<file path="config.mk">
export PLATFORM = sky130hd
export DESIGN_NAME = systolic_skew_feeder
export DESIGN_NICKNAME = d
export VERILOG_FILES = /design/src/rtl/systolic_pkg.sv /design/src/rtl/skew_line.sv /design/src/rtl/systolic_skew_feeder.sv
export SDC_FILE = /design/constraint.sdc
export NUM_CORES = 1
export LEC_CHECK = 0
export ABC_CLOCK_PERIOD_IN_PS = 4200
export CAP_MARGIN = 20
export CORE_MARGIN = 2
export CORE_UTILIZATION = 51
export CTS_BUF_LIST = sky130_fd_sc_hd__clkbuf_8 sky130_fd_sc_hd__clkbuf_16
export DETAILED_ROUTE_END_ITERATION = 8
export HOLD_SLACK_MARGIN = 0.1
export PLACE_DENSITY_LB_ADDON = 0.12
export REMOVE_ABC_BUFFERS = 1
export SLEW_MARGIN = 5
export SYNTH_ARGS = -nofsm -noshare
export SYNTH_HDL_FRONTEND = slang
export SYNTH_SLANG_ARGS = --single-unit
</file>
<file path="constraint.sdc">
create_clock -name clk -period 4.2 [get_ports clk]
set_input_delay 0.42 -clock clk [delete_from_list [all_inputs] [get_ports clk]]
set_output_delay 0.42 -clock clk [all_outputs]
set_load 0.1 [all_outputs]
</file>
<file path="src/rtl/systolic_pkg.sv">
// Shared defaults and the feeder state encoding for the systolic array edge logic.
package systolic_pkg;

  localparam int DATA_W_DEF = 32;
  localparam int N_DEF      = 4;
  localparam int K_W_DEF    = 8;

  typedef enum logic [2:0] {
    IDLE,
    CLR,
    STREAM,
    FLUSH,
    DONE
  } feeder_state_t;

endpackage

</file>
<file path="src/rtl/skew_line.sv">
// DEPTH-stage data+valid delay line; DEPTH=0 degenerates to a wire.
module skew_line #(
  parameter int DATA_W = 32,
  parameter int DEPTH  = 0
) (
  input  logic              clk,
  input  logic              rst,
  input  logic [DATA_W-1:0] src_data,
  input  logic              src_valid,
  output logic [DATA_W-1:0] dst_data,
  output logic              dst_valid
);

  if (DEPTH == 0) begin : g_wire
    assign dst_data  = src_data;
    assign dst_valid = src_valid;
  end else begin : g_pipe
    logic [DATA_W-1:0] data_pipe [DEPTH];
    logic [DEPTH-1:0]  valid_pipe;

    always_ff @(posedge clk) begin
      if (rst) begin
        for (int s = 0; s < DEPTH; s++) data_pipe[s] <= '0;
        valid_pipe <= '0;
      end else begin
        data_pipe[0]  <= src_data;
        valid_pipe[0] <= src_valid;
        for (int s = 1; s < DEPTH; s++) begin
          data_pipe[s]  <= data_pipe[s-1];
          valid_pipe[s] <= valid_pipe[s-1];
        end
      end
    end

    assign dst_data  = data_pipe[DEPTH-1];
    assign dst_valid = valid_pipe[DEPTH-1];
  end

endmodule

</file>
<file path="src/rtl/systolic_skew_feeder.sv">
// Skews one N-lane operand vector per beat into diagonal wavefront order for the MAC array,
// pulses acc_clr before a tile and zero-flushes the skew lines after it.
module systolic_skew_feeder
  import systolic_pkg::*;
#(
  parameter int DATA_W = DATA_W_DEF,
  parameter int N      = N_DEF,
  parameter int K_W    = K_W_DEF
) (
  input  logic                clk,
  input  logic                rst,
  input  logic                start,
  input  logic [K_W-1:0]      k_len,
  input  logic                in_valid,
  output logic                in_ready,
  input  logic [N*DATA_W-1:0] in_vec,
  output logic [N*DATA_W-1:0] out_vec,
  output logic [N-1:0]        out_valid,
  output logic                acc_clr,
  output logic                busy,
  output logic                done
);

  localparam int FW = (N > 1) ? $clog2(N) : 1;

  feeder_state_t     state, state_next;
  logic [K_W-1:0]    k_reg;
  logic [K_W-1:0]    beat_cnt;
  logic [FW-1:0]     flush_cnt;
  logic              beat;
  logic              last_beat;
  logic              flush_last;
  logic [N*DATA_W-1:0] stage_data;
  logic                stage_valid;

  assign beat       = in_valid & in_ready;
  assign last_beat  = beat && ((beat_cnt + K_W'(1)) == k_reg);
  // Only reachable for N>1, where N-2 is non-negative.
  assign flush_last = (int'(flush_cnt) == N - 2);

  always_comb begin
    state_next = state;
    in_ready   = 1'b0;
    acc_clr    = 1'b0;
    done       = 1'b0;
    busy       = 1'b1;
    case (state)
      IDLE: begin
        busy = 1'b0;
        if (start) state_next = CLR;
      end
      CLR: begin
        acc_clr    = 1'b1;
        state_next = (k_reg == '0) ? DONE : STREAM;
      end
      STREAM: begin
        in_ready = 1'b1;
        if (last_beat) state_next = (N > 1) ? FLUSH : DONE;
      end
      FLUSH: begin
        if (flush_last) state_next = DONE;
      end
      DONE: begin
        done       = 1'b1;
        state_next = IDLE;
      end
      default: state_next = IDLE;
    endcase
  end

  always_ff @(posedge clk) begin
    if (rst) begin
      state     <= IDLE;
      k_reg     <= '0;
      beat_cnt  <= '0;
      flush_cnt <= '0;
    end else begin
      state <= state_next;
      if (state == IDLE && start) k_reg <= k_len;
      if (state == CLR)  beat_cnt <= '0;
      else if (beat)     beat_cnt <= beat_cnt + K_W'(1);
      if (state == FLUSH) flush_cnt <= flush_cnt + FW'(1);
      else                flush_cnt <= '0;
    end
  end

  // Common input stage; lanes shift every cycle so non-beats inject zeros.
  always_ff @(posedge clk) begin
    if (rst) begin
      stage_data  <= '0;
      stage_valid <= 1'b0;
    end else begin
      stage_data  <= beat ? in_vec : '0;
      stage_valid <= beat;
    end
  end

  for (genvar i = 0; i < N; i++) begin : g_lane
    skew_line #(
      .DATA_W(DATA_W),
      .DEPTH (i)
    ) u_skew (
      .clk      (clk),
      .rst      (rst),
      .src_data (stage_data[i*DATA_W +: DATA_W]),
      .src_valid(stage_valid),
      .dst_data (out_vec[i*DATA_W +: DATA_W]),
      .dst_valid(out_valid[i])
    );
  end

endmodule
</file>
==> flow_metrics.env, run 1 <==
export IMPL_fillerInstances=1510
export IMPL_largest_reg_flops=192
export IMPL_rsz0062_at_grt="false"
export IMPL_core_area_sq_um=20100
export IMPL_die_area_sq_um=21450
export IMPL_finalSetupViolations=0
export IMPL_crit_path_max_fanout=12
export IMPL_synthAdderAreaFrac_pct=0.2418
export IMPL_cts_root_buf="clkbuf_16"
export IMPL_crit_type="register to primary output"
export IMPL_powerDensity_nw_per_um2=483.6
export IMPL_area_delta_synth_final_pct=34.76
export IMPL_clock_sinks=345
export IMPL_synth_avg_cell_area_sq_um=11.68
export IMPL_ios=276
export IMPL_synth_enable_flop_cells=0
export IMPL_dr_pass1_iters=4
export IMPL_regToRegSetupSlack_ns=2.45
export IMPL_crit_path_start_kind="register"
export IMPL_min_path_cells=2
export IMPL_worstPathArrival_ns=2.50
export IMPL_met2_length_microns=9201
export IMPL_synth_top_family_by_area="simple AND/OR/NAND/NOR gates"
export IMPL_synth_compound_area_share_pct=1.173
export IMPL_top_layer="met4"
export IMPL_gr_total_overflow=0
export IMPL_cts_setup_buffers=0
export IMPL_dieWidth_microns=146.5
export IMPL_cp_end_kind="primary output"
export IMPL_diodes=0
export IMPL_cts_buffers=35
export IMPL_cts_tree="built"
export IMPL_cp_required_ns=3.78
export IMPL_totalWireLength_microns=18220
export IMPL_hold_viol_final=0
export IMPL_drt_iter0_markers=162
export IMPL_reg2reg_depth=4
export IMPL_async_flop_share_pct=0
export IMPL_max_freq_ghz=0.3429
export IMPL_min_path_type="input pin to register"
export IMPL_synth_xor_area_share_pct=1.523
export IMPL_ir_worst_vdd_uv=408.9
export IMPL_regMostFlops="g_lane.u_skew.g_pipe.data_pipe"
export IMPL_drive_gt1_share_pct=6.183
export IMPL_synthCells=886
export IMPL_post_cts_resized=0
export IMPL_clk_pin_slew_ns=0.06
export IMPL_worstReg2RegStart="state[1]"
export IMPL_grt_pass1_vias=5746
export IMPL_synth_simple_gate_area_share_pct=23.51
export IMPL_slew_violations=0
export IMPL_io_buffers=275
export IMPL_r2r_end="stage_data[22]"
export IMPL_hold_path_startpoint="rst"
export IMPL_grt_max_degree=137
export IMPL_max_slew_margin_pct=28.64
export IMPL_grt_usage_pct=16.79
export IMPL_htree_levels=2
export IMPL_skew_ns=0.02047
export IMPL_globalplace_congestion=0.8082
export IMPL_start_util_pct=51.48
export IMPL_dp_hpwl_microns=12040
export IMPL_ys_types=40
export IMPL_cts_hold_buf=0
export IMPL_min_period_ns=2.916
export IMPL_die_h_microns=146.5
export IMPL_muxShareOfSynthArea_pct=0
export IMPL_max_slew_worst_pin_slew_ns=1.067
export IMPL_drtAntennaViolNets=0
export IMPL_leakagePower_nw=5.505
export IMPL_final_nets=1233
export IMPL_route_met3_wl_microns=1748
export IMPL_period_share_pct=69.44
export IMPL_status="completed"
export IMPL_maxCapViolCount=0
export IMPL_clkLatencyLatePin_ns=0.51
export IMPL_yosys_warnings=0
export IMPL_dr_total_vias=5956
export IMPL_rows=52
export IMPL_final_util_pct=69.37
export IMPL_avgViaCountPerCell=4.297
export IMPL_reg_largest_list="g_lane.u_skew.g_pipe.data_pipe: 192 flops, stage_data: 128 flops"
export IMPL_antenna_found_initial=0
export IMPL_drc=0
export IMPL_syn_area_sq_um=10350
export IMPL_grt_pass1_wl_microns=28520
export IMPL_synth_yosys_seq_area_share_pct=66.73
export IMPL_clockBufferDepth=3
export IMPL_fin_setup_tns_ns=0
export IMPL_worstHoldEndpoint="g_lane[3].u_skew.g_pipe.data_pipe[0][46]"
export IMPL_ys_flop_type="dfxtp_1"
export IMPL_routedWlPerCell_microns=13.15
export IMPL_ys_seq_elements=345
export IMPL_met1_length_microns=6743
-- area by class of cell --
type                            count  area [sq um]  share of cell area [%]
Clock buffer                       43         997.2                   7.150
Tap cell                          270         337.8                   2.422
Clock inverter                     19         167.7                   1.202
Inverter                            1         3.754                 0.02691
Sequential cell                   345          6907                   49.52
Timing Repair Buffer              278          2789                   20.00
Multi-Input combinational cell    430          2745                   19.68
-- cells by family (layout without fill, tap and decap cells) --
group                    Yosys count  in the layout
AND/OR/NAND/NOR                  391            391
XOR/XNOR                          18             18
AO/OA/AOI/OAI                     19             19
buffers and inverters            111            341
flip-flops                       345            345
adder cells (fa/ha/maj)            2              2
-- worst max-delay path, cell delays in order, from the launching register on --
cell             delay (ns)
dfxtp_1                0.60
nor3b_1                0.24
clkdlybuf4s50_1        1.16
-- synthesized netlist by cell type (2+ instances only) --
cell      count  area (sq um)
dfxtp_1     345          6907
nor2b_1     195          1220
and2_1      131         819.5
buf_4        69         518.0
clkbuf_1     21         78.83
nand2_1      20         75.07
buf_2        17         85.08
a21oi_1      14         70.07
nor2_1       14         52.55
xnor2_1       9         78.83
xor2_1        9         78.83
nand3_1       4         20.02
and3_1        3         18.77
nor3_1        3         15.01
and3b_1       2         17.52
ha_1          2         25.02
nand4_1       2         12.51
nor3b_1       2         15.01
nor4_1        2         12.51
or3_1         2         12.51
-- placed cells by master (no fill, tap or decap), types with 4 or more instances in the layout --
| cell | n |
|---|---|
| xnor2_1 | 9 |
| dfxtp_1 | 345 |
| inv_1 | 8 |
| a21oi_1 | 14 |
| nand3_1 | 4 |
| clkbuf_16 | 36 |
| and2_1 | 131 |
| nor2_1 | 13 |
| clkdlybuf4s50_1 | 274 |
| nor2b_1 | 195 |
| xor2_1 | 9 |
| clkbuf_8 | 7 |
| nand2_1 | 20 |
| clkinvlp_4 | 5 |
-- power by group --
group          leakage (nW)  internal, mW  switching, mW
Clock                 0.584          1.82           1.21
Combinational          2.14         0.183          0.199
Sequential             2.78          3.31         0.0231
-- metal layers --
metal | global-route usage (%) | vias to the layer above
met5 | 0 | -
met4 | 6.942 | 0
met3 | 7.219 | 39
met2 | 29.86 | 199
met1 | 17.36 | 2658
li1 | - | 3060
-- stage by stage --
step                hold WS (ns)  total power, mW  setup slack [ns]  std cells  area (sq um)
finish                    0.3356            6.744             1.284       1386         13950
global route              0.3631            7.004             1.138       1386         13950
CTS                       0.3374            6.825             1.262       1386         13950
detailed placement        0.4062            3.793             1.808       1324         12780
global placement          0.3998            3.790             1.823       1324         12780
floorplan                 0.3925            3.586            0.6042        776          9648
-- how the worst max path moves through the flow --
stage                        start     endpoint  slack, ns  cells after the start
after detailed placement  state[1]     in_ready       1.81                      2
after global routing      state[0]      acc_clr       1.14                      3
after global placement    state[1]     in_ready       1.82                      2
after CTS                 state[1]     in_ready       1.26                      2
final                     state[1]     in_ready       1.28                      2
after floorplan           state[1]  stage_valid       0.60                      2
Note: power is estimated with default switching activity, not from simulation.
==> run 2, diff against run 1 <==
ABC_CLOCK_PERIOD_IN_PS = 2900   (was 4200)
CORE_UTILIZATION = 48   (was 51)
clock period = 2.9 ns   (was 4.2 ns; I/O delays follow)
==> run 2 against run 1 <==
Global-route usage is 0.78 points lower. Hold slack worse by 0.17 ns. Core utilization is 4.4 points lower. Clock-buffer cell count is 3 higher. Highest routed layer unchanged. Flip-flop and latch count stayed put. Clock power is 50% higher. Combinational power is 44% higher. Non-clock buffer count is 3 higher. Critical path depth is 1 higher. Final cell count is 0.58% higher.
==> flow_metrics.env, run 2 (synthesis gave the netlist of run 1 again) <==
export IMPL_cp_top_family="flip-flops"
export IMPL_powerDensity_nw_per_um2=723.7
export IMPL_die_area_sq_um=22750
export IMPL_drtAntennaViolNets=0
export IMPL_die_h_microns=150.8
export IMPL_final_nets=1236
export IMPL_dieWidth_microns=150.8
export IMPL_slew_violations=0
export IMPL_post_cts_resized=0
export IMPL_cp_required_ns=2.61
export IMPL_intPower_mw=7.874
export IMPL_clock_sinks=345
export IMPL_layout_common_cells="dfxtp_1 (345), nor2b_1 (195), buf_4 (139), clkdlybuf4s50_1 (138), and2_1 (131)"
export IMPL_crit_path_start_kind="register"
export IMPL_core_area_sq_um=21090
export IMPL_io_buffers=275
export IMPL_p_sw_mw=2.048
export IMPL_period_share_pct=68.73
export IMPL_status="completed"
export IMPL_area_delta_synth_final_pct=32.46
export IMPL_cts_buffers=35
export IMPL_diodes=0
export IMPL_clk_pin_slew_ns=0.06
export IMPL_min_path_cells=2
export IMPL_routedWlPerCell_microns=13.03
export IMPL_dp_hpwl_microns=12230
export IMPL_ir_worst_vdd_uv=508.5
export IMPL_skew_ns=0.005666
export IMPL_path_cells="nand2b_1 -> nor2_1 -> buf_4"
export IMPL_cts_tree="built"
export IMPL_cp_end_kind="primary output"
export IMPL_worstSetupPathDepth=3
export IMPL_min_path_type="input pin to register"
export IMPL_max_slew_margin_pct=53.68
export IMPL_totalWireLength_microns=18160
export IMPL_pwr_share_comb_pct=5.5
export IMPL_final_cell_area_sq_um=13710
export IMPL_worst_path_buf_inv=1
export IMPL_ios=276
export IMPL_grt_usage_pct=16.01
export IMPL_grt_pass1_vias=5650
export IMPL_clockBufferDepth=3
export IMPL_leakagePower_nw=5.853
export IMPL_hold_viol_final=0
export IMPL_max_freq_ghz=0.5017
export IMPL_rows=53
export IMPL_fin_ws_ns=0.9069
export IMPL_cts_setup_buffers=0
export IMPL_max_slew_worst_pin_slew_ns=0.6948
export IMPL_start_util_pct=49.08
export IMPL_drive_gt1_share_pct=18.50
export IMPL_rsz0062_at_grt="false"
export IMPL_grt_pass1_wl_microns=28240
export IMPL_reg2reg_depth=5
export IMPL_drc=0
export IMPL_maxCapViolCount=0
export IMPL_clkLatencyLatePin_ns=0.50
export IMPL_htree_levels=2
export IMPL_cts_root_buf="clkbuf_16"
export IMPL_p_seq_share_pct=48.7
export IMPL_switching_share_pct=20.64
export IMPL_dr_total_vias=5892
export IMPL_dr_pass1_iters=4
export IMPL_crit_path_max_fanout=12
export IMPL_cts_hold_buf=0
export IMPL_antenna_found_initial=1
export IMPL_slowest_delay_ns=0.60
export IMPL_holdWs_ns=0.1628
export IMPL_post_place_ws_ns=0.7853
export IMPL_mostFrequentLayoutCell="dfxtp_1"
export IMPL_largest_reg_flops=192
export IMPL_gr_total_overflow=0
export IMPL_drt_iter0_markers=204
export IMPL_final_util_pct=65.01
export IMPL_min_period_ns=1.993
export IMPL_finalSetupViolations=0
export IMPL_crit_type="register to primary output"
export IMPL_placed_area_sq_um=12500
export IMPL_globalplace_congestion=0.7472
export IMPL_avgViaCountPerCell=4.227
export IMPL_power_frac_clock_pct=45.7
export IMPL_grt_max_degree=159
export IMPL_reg_largest_list="g_lane.u_skew.g_pipe.data_pipe: 192 flops, stage_data: 128 flops"
export IMPL_power_total_mw=9.922
export IMPL_worstPathArrival_ns=1.70
export IMPL_slowest_stage="dfxtp_1"
export IMPL_regMostFlops="g_lane.u_skew.g_pipe.data_pipe"
[run 2: cell count changes in the layout (fill, tap and decap cells not counted), sizes merged]
cell / change
clkbuf: +3
clkinv: +1
buf: +139
clkdlybuf4s50: -136
bufinv: +1
clkinvlp: -5
[run 2: routing by layer]
metal / up-vias / part of all wire [%] / GRT usage [%]
met5: - / 0 / 0
met4: 0 / 1.7 / 4.953
met3: 23 / 8.5 / 6.566
met2: 184 / 52 / 28.50
met1: 2616 / 38 / 17.37
li1: 3069 / - / -
[run 2: final cells by class]
cell class                      instances  area, sq um
Multi-Input combinational cell        430         2745
Timing Repair Buffer                  281         2496
Clock inverter                         16        163.9
Clock buffer                           46         1050
Fill cell                            1699         7378
Tap cell                              275        344.1
Inverter                                1        3.754
Sequential cell                       345         6907
[run 2: worst paths after layout]
| path | slack, ns | to | startpoint |
|---|---|---|---|
| max | 0.91 | acc_clr | state[0] |
| min | 0.16 | g_lane[3].u_skew.g_pipe.data_pipe[0][69] | rst |
| max reg2reg | 0.98 | stage_data[7] | state[1] |
| min reg2reg | 0.42 | flush_cnt[0] | flush_cnt[0] |
[run 2: stage by stage]
stage	setup TNS, ns	std cells
final	0	1394
after CTS	0	1394
after floorplan	-88.65	776
after global routing	0	1394
after global placement	0	1332
after detailed placement	0	1332
[run 2: power by group through the flow]
stage | combinational [mW] | clock, mW | sequential [mW]
after global routing | 0.592 | 4.89 | 4.84
after global placement | 0.553 | 0 | 4.94
after floorplan | 0.159 | 0 | 5.03
after CTS | 0.558 | 4.68 | 4.83
final | 0.550 | 4.54 | 4.83
after detailed placement | 0.557 | 0 | 4.94
